**config.mk**
```make
export PLATFORM = sky130hd
export DESIGN_NAME = lsu
export DESIGN_NICKNAME = d
export VERILOG_FILES = /design/src/rtl/lsu.sv
export SDC_FILE = /design/constraint.sdc
export NUM_CORES = 1
export LEC_CHECK = 0
export CAP_MARGIN = 20
export CORE_AREA = 2 2 131 133
export DETAILED_ROUTE_END_ITERATION = 7
export DIE_AREA = 0 0 133 135
export HOLD_SLACK_MARGIN = 0.15
export PLACE_DENSITY = 0.94
export SLEW_MARGIN = 20
export SYNTH_ARGS = -nofsm -noshare
export SYNTH_HDL_FRONTEND = slang
export SYNTH_SLANG_ARGS = --single-unit
```
**constraint.sdc**
```tcl
create_clock -name clk -period 2.8 [get_ports clk]
set_input_delay 0.42 -clock clk [delete_from_list [all_inputs] [get_ports clk]]
set_output_delay 0.42 -clock clk [all_outputs]
set_load 0.005 [all_outputs]
```
**src/rtl/lsu.sv**
```systemverilog
// Load/store unit: turns ex-stage load/store requests into req/gnt/rvalid bus transactions,
// formats store data, extends load data and stalls the pipeline while an access is in flight.
module lsu (
   input  logic        clk,
   input  logic        rst_n,
   input  logic [3:0]  ls_op_i,
   input  logic [31:0] ls_addr_i,
   input  logic [31:0] ls_wdata_i,
   input  logic        rd_we_i,
   input  logic [4:0]  rd_addr_i,
   input  logic [31:0] rd_data_i,
   output logic        rd_we_o,
   output logic [4:0]  rd_addr_o,
   output logic [31:0] rd_data_o,
   output logic        mem_req_o,
   output logic        mem_we_o,
   output logic [31:0] mem_addr_o,
   output logic [3:0]  mem_be_o,
   output logic [31:0] mem_wdata_o,
   input  logic        mem_gnt_i,
   input  logic        mem_rvalid_i,
   input  logic [31:0] mem_rdata_i,
   output logic        stall_req_o,
   output logic        misalign_o,
   input  logic [5:0]  stall_i,
   input  logic [4:0]  flush_i
);

   localparam logic [3:0] OpLb  = 4'd1;
   localparam logic [3:0] OpLh  = 4'd2;
   localparam logic [3:0] OpLw  = 4'd3;
   localparam logic [3:0] OpLbu = 4'd4;
   localparam logic [3:0] OpLhu = 4'd5;
   localparam logic [3:0] OpSb  = 4'd6;
   localparam logic [3:0] OpSh  = 4'd7;
   localparam logic [3:0] OpSw  = 4'd8;

   typedef enum logic [1:0] {StIdle, StReq, StWait, StHold} state_e;

   state_e      state_q, state_d;
   logic [31:0] addr_q, addr_d;
   logic [3:0]  be_q, be_d;
   logic [31:0] wdata_q, wdata_d;
   logic [3:0]  op_q, op_d;
   logic [4:0]  rd_addr_q, rd_addr_d;
   logic        rd_we_q, rd_we_d;
   logic        kill_q, kill_d;
   logic        res_we_q, res_we_d;
   logic [4:0]  res_addr_q, res_addr_d;
   logic [31:0] res_data_q, res_data_d;

   logic        ext_stall, flush, kill_now, done;
   logic        in_load, in_store, in_half, in_word, in_misalign;
   logic        store_q;
   logic [3:0]  in_be;
   logic [31:0] in_wdata, shifted, load_data;
   logic        unused_bits;

   assign ext_stall   = stall_i[4];
   assign flush       = flush_i[4];
   assign kill_now    = kill_q | flush;
   assign unused_bits = ^{stall_i[5], stall_i[3:0], flush_i[3:0]};

   assign in_load     = ls_op_i inside {OpLb, OpLh, OpLw, OpLbu, OpLhu};
   assign in_store    = ls_op_i inside {OpSb, OpSh, OpSw};
   assign in_half     = ls_op_i inside {OpLh, OpLhu, OpSh};
   assign in_word     = ls_op_i inside {OpLw, OpSw};
   assign in_misalign = (in_half & ls_addr_i[0]) | (in_word & (|ls_addr_i[1:0]));
   assign store_q     = op_q inside {OpSb, OpSh, OpSw};

   always_comb begin
      in_be    = 4'b1111;
      in_wdata = ls_wdata_i;
      case (ls_op_i)
         OpSb: begin
            in_be    = 4'b0001 << ls_addr_i[1:0];
            in_wdata = {4{ls_wdata_i[7:0]}};
         end
         OpSh: begin
            in_be    = ls_addr_i[1] ? 4'b1100 : 4'b0011;
            in_wdata = {2{ls_wdata_i[15:0]}};
         end
         default: ;
      endcase
   end

   // Byte offset comes from the address latched when the request was issued.
   assign shifted = mem_rdata_i >> {addr_q[1:0], 3'b000};

   always_comb begin
      case (op_q)
         OpLb:    load_data = {{24{shifted[7]}}, shifted[7:0]};
         OpLbu:   load_data = {24'b0, shifted[7:0]};
         OpLh:    load_data = {{16{shifted[15]}}, shifted[15:0]};
         OpLhu:   load_data = {16'b0, shifted[15:0]};
         default: load_data = mem_rdata_i;
      endcase
   end

   always_comb begin
      state_d     = state_q;
      addr_d      = addr_q;
      be_d        = be_q;
      wdata_d     = wdata_q;
      op_d        = op_q;
      rd_addr_d   = rd_addr_q;
      rd_we_d     = rd_we_q;
      kill_d      = kill_q;
      res_we_d    = res_we_q;
      res_addr_d  = res_addr_q;
      res_data_d  = res_data_q;
      done        = 1'b0;
      mem_req_o   = 1'b0;
      mem_we_o    = 1'b0;
      mem_addr_o  = {addr_q[31:2], 2'b00};
      mem_be_o    = be_q;
      mem_wdata_o = wdata_q;
      stall_req_o = 1'b0;
      misalign_o  = 1'b0;
      rd_we_o     = rd_we_i;
      rd_addr_o   = rd_addr_i;
      rd_data_o   = rd_data_i;

      unique case (state_q)
         StIdle: begin
            mem_addr_o  = {ls_addr_i[31:2], 2'b00};
            mem_be_o    = in_be;
            mem_wdata_o = in_wdata;
            if (flush) begin
               // flushed op: no request this cycle
            end else if ((in_load | in_store) & in_misalign) begin
               misalign_o = 1'b1;
               rd_we_o    = 1'b0;
            end else if (in_load | in_store) begin
               mem_req_o = 1'b1;
               mem_we_o  = in_store;
               addr_d    = ls_addr_i;
               be_d      = in_be;
               wdata_d   = in_wdata;
               op_d      = ls_op_i;
               rd_addr_d = rd_addr_i;
               rd_we_d   = rd_we_i;
               if (mem_gnt_i & in_store) begin
                  done = 1'b1;
               end else begin
                  stall_req_o = 1'b1;
                  rd_we_o     = 1'b0;
                  state_d     = mem_gnt_i ? StWait : StReq;
               end
            end
         end
         StReq: begin
            mem_req_o   = 1'b1;
            mem_we_o    = store_q;
            stall_req_o = 1'b1;
            rd_we_o     = 1'b0;
            rd_addr_o   = rd_addr_q;
            if (flush) kill_d = 1'b1;
            if (mem_gnt_i) begin
               if (store_q) begin
                  done        = 1'b1;
                  stall_req_o = 1'b0;
                  rd_we_o     = rd_we_q & ~kill_now;
               end else begin
                  state_d = StWait;
               end
            end
         end
         StWait: begin
            stall_req_o = 1'b1;
            rd_we_o     = 1'b0;
            rd_addr_o   = rd_addr_q;
            if (flush) kill_d = 1'b1;
            if (mem_rvalid_i) begin
               done        = 1'b1;
               stall_req_o = 1'b0;
               rd_we_o     = rd_we_q & ~kill_now;
               rd_data_o   = load_data;
            end
         end
         StHold: begin
            rd_we_o   = res_we_q & ~flush;
            rd_addr_o = res_addr_q;
            rd_data_o = res_data_q;
            if (flush | ~ext_stall) state_d = StIdle;
         end
         default: state_d = StIdle;
      endcase

      // A later stage is stalled: park the result so the held ex_ls op is not reissued.
      if (done) begin
         if (ext_stall) begin
            state_d    = StHold;
            res_we_d   = rd_we_o;
            res_addr_d = rd_addr_o;
            res_data_d = rd_data_o;
         end else begin
            state_d = StIdle;
         end
      end
      if (state_d == StIdle) kill_d = 1'b0;

      if (!rst_n) begin
         mem_req_o   = 1'b0;
         stall_req_o = 1'b0;
         misalign_o  = 1'b0;
         mem_be_o    = 4'b0;
         mem_wdata_o = 32'b0;
      end
   end

   always_ff @(posedge clk or negedge rst_n) begin
      if (!rst_n) begin
         state_q    <= StIdle;
         addr_q     <= 32'b0;
         be_q       <= 4'b0;
         wdata_q    <= 32'b0;
         op_q       <= 4'b0;
         rd_addr_q  <= 5'b0;
         rd_we_q    <= 1'b0;
         kill_q     <= 1'b0;
         res_we_q   <= 1'b0;
         res_addr_q <= 5'b0;
         res_data_q <= 32'b0;
      end else begin
         state_q    <= state_d;
         addr_q     <= addr_d;
         be_q       <= be_d;
         wdata_q    <= wdata_d;
         op_q       <= op_d;
         rd_addr_q  <= rd_addr_d;
         rd_we_q    <= rd_we_d;
         kill_q     <= kill_d;
         res_we_q   <= res_we_d;
         res_addr_q <= res_addr_d;
         res_data_q <= res_data_d;
      end
   end

endmodule
```
==> impl_metrics.json <==
{
  "status": "finished, violations left",
  "failed_checks": "setup timing",
  "hold_viol_final": 0,
  "avgRoutedWirePerCell_um": 20.89,
  "routed_wl_um": 29370,
  "crit_type": "primary input to output pin",
  "fin_crit_ps": 2833,
  "slew_headroom_pct": 33.24,
  "synth_top_family_by_area": "compound AO/OA/AOI/OAI gates",
  "rsz0062_at_grt": "true",
  "peakVddDrop_mv": 0.5906,
  "yosysSeqAreaShare_pct": 38.90,
  "fin_nets": 1330,
  "gp_congestion": 0.9695,
  "synth_area_per_cell_um2": 8.891,
  "start_util_pct": 46.66,
  "fillers": 1068,
  "drtPass1Iterations": 5,
  "min_path_type": "primary input to asynchronous set/reset pin",
  "grt_max_degree": 76,
  "end_kind": "output pin",
  "synth_mux_area_share_pct": 16.92,
  "overflow": 0,
  "drv_cap": 0,
  "final_max_slew_viol_count": 0,
  "yosysTopAreaCell": "dfrtp_1",
  "first_iter_violations": 742,
  "first_global_vias": 8243,
  "die_w_um": 133,
  "drive_above_1_share_pct": 26.64,
  "cts.reportedPaths.clkPinSlew_ps": 60,
  "dp_hpwl_um": 18910,
  "num_antenna_cells": 0,
  "worstPathArrival_ps": 2410,
  "dieHeight_um": 135,
  "yosys.area_share.simple_pct": 18.08,
  "required_ps": 2380,
  "tightestPinTransition_ps": 1000,
  "die_area_um2": 17960,
  "clock_latency_ps": 420,
  "path_max_fanout": 7,
  "preCtsSetupSlack_ps": -483.7,
  "synth_compound_area_share_pct": 20.10,
  "worst_setup_path_start_kind": "primary input",
  "netlist_area_um2": 7655,
  "clockBufferDepth": 2,
  "drc_errors": 0,
  "synth_top_area_share_pct": 38.90,
  "cts_buffers": 17,
  "synthXorXnorAreaFrac_pct": 0.1144,
  "synthMostInstantiatedCell": "nand2_1",
  "synth_cell_types": 68,
  "cts_hold_buf": 0,
  "core-area_um2": 16410,
  "p_leak_nw": 5.439,
  "antenna_found_initial": 0,
  "grt_pass1_wl_um": 44190,
  "power_density_nw_per_um2": 1088,
  "io_buffers": 251,
  "clock-sinks": 119,
  "hold_ws_ps": 224.5,
  "final.setup_skew_ps": 13.28,
  "ant_nets": 0,
  "synthTopCellsByArea": "dfrtp_1 39%, nand2_1 10%, mux2_2 7.9%",
  "synth-main-ff-cell": "dfrtp_1",
  "vias": 8360,
  "ys_ff_latch": 119,
  "io_pins": 263,
  "area_growth_pct": 56.23,
  "period_share_pct": 101.2,
  "setup-violations-final": 4,
  "rows": 47,
  "cts.htree.levels": 4,
  "timing.fmax_ghz": 0.3530,
  "synth_adder_area_share_pct": 0.6538,
  "yosysWarningCount": 0,
  "worst_slack_ps": -32.96,
  "netlist_instances": 861,
  "cts_tree": "done",
  "async_flop_share_pct": 100.0,
  "synth_edf_count": 0,
  "cts_root_buf": "clkbuf_16",
  "synth_commonest_cells": "207 x nand2_1, 119 x dfrtp_1, 92 x nor2_1",
  "via_per_inst": 5.946,
  "track_usage_pct": 31.47
}
==> worst max-delay path: stages <==
cell and delay (ps):
clkdlybuf4s50_1 580, nor2b_1 110, o21ai_2 190, nand3_2 120, buf_6 140, o21ba_4 250
buf_6 140, buf_6 110, o31ai_4 180, buf_2 160
==> where the power goes <==
part	total (W)	internal [W]	switching [W]
Clock	0.00231	0.00142	0.000890
Sequential	0.00308	0.00255	0.000528
Combinational	0.00762	0.00394	0.00368
==> cells in the final DEF (no fill, tap or decap), drive strengths merged, types with 4 or more instances in the layout <==
master,n
a221oi,8
o221ai,7
nor2b,6
a21oi,24
mux2,68
dfrtp,119
o21ai,57
clkdlybuf4s15,4
a22oi,30
ha,4
a21boi,7
mux2i,48
clkbuf,32
nor2,94
clkdlybuf4s50,192
o21a,8
buf,111
nor3,4
dlygate4sd2,32
o31ai,26
inv,15
nand2,207
nand2b,5
a211oi,21
==> stage by stage <==
stage | power, W | area [µm²] | util (%) | TNS, ps | cells
floorplan | 0.006536 | 7659 | - | 0 | 862
global placement | 0.009283 | 10730 | 65.40 | -8506 | 1338
detailed placement | 0.009520 | 10730 | 65.40 | -11080 | 1338
CTS | 0.01242 | 11740 | 71.52 | -385.5 | 1397
global route | 0.01369 | 11960 | 72.89 | -1325 | 1406
finish | 0.01301 | 11960 | 72.89 | -86.04 | 1406
==> state kept, by name, indices dropped and copies added, names as in the netlist, 2 cells and up <==
register,count
res_addr_q,5
op_q,4
be_q,4
wdata_q,32
res_data_q,32
state_q,2
rd_addr_q,5
addr_q,32
==> worst paths after layout <==
kind	from	endpoint	slack, ps	cells after the start
worst max register to register	state_q[1]	res_data_q[18]	310	8
min in group clk	addr_q[16]	addr_q[16]	470	2
worst min register to register	addr_q[16]	addr_q[16]	470	2
max in group asynchronous	rst_n	addr_q[0]	1190	3
worst min-delay path	rst_n	wdata_q[20]	220	2
worst max-delay path	mem_rdata_i[23]	rd_data_o[30]	-30	10
==> cell type report <==
type                    count  area, µm²  share of cell area (%)
inverters                   9      33.78                  0.2825
repair buffers            357       3361                   28.10
well taps                 220      275.3                   2.302
clock buffers              17      425.4                   3.557
multi-input cells         669       4693                   39.24
flip-flops and latches    119       2980                   24.92
clock inverters            15      190.2                   1.590
==> repair_timing <==
action                                  in CTS  in global routing
endpoints found under the hold margin        0                  0
resized for setup                          130                 93
pin swaps                                   17                 26
gates cloned                                 3                  1
endpoints found under the setup margin      73                 69
setup buffers                               25                  9
==> kinds of logic after synthesis <==
| kind of cell | count (synthesis) |
|---|---|
| other cells | 1 |
| mux | 116 |
| flops | 119 |
| xor+xnor | 1 |
| fa+ha+maj | 4 |
| buf+inv | 76 |
| simple gates | 335 |
| compound gates | 209 |
==> layer usage <==
metal | GRT usage, % | part of all wire [%] | vias up
met5 | 0 | 0 | -
met4 | 15.29 | 4.8 | 0
met3 | 8.671 | 10 | 121
met2 | 53.60 | 49 | 579
met1 | 36.83 | 36 | 3998
li1 | - | - | 3662
No activity file was read; power rests on OpenSTA's default activity.
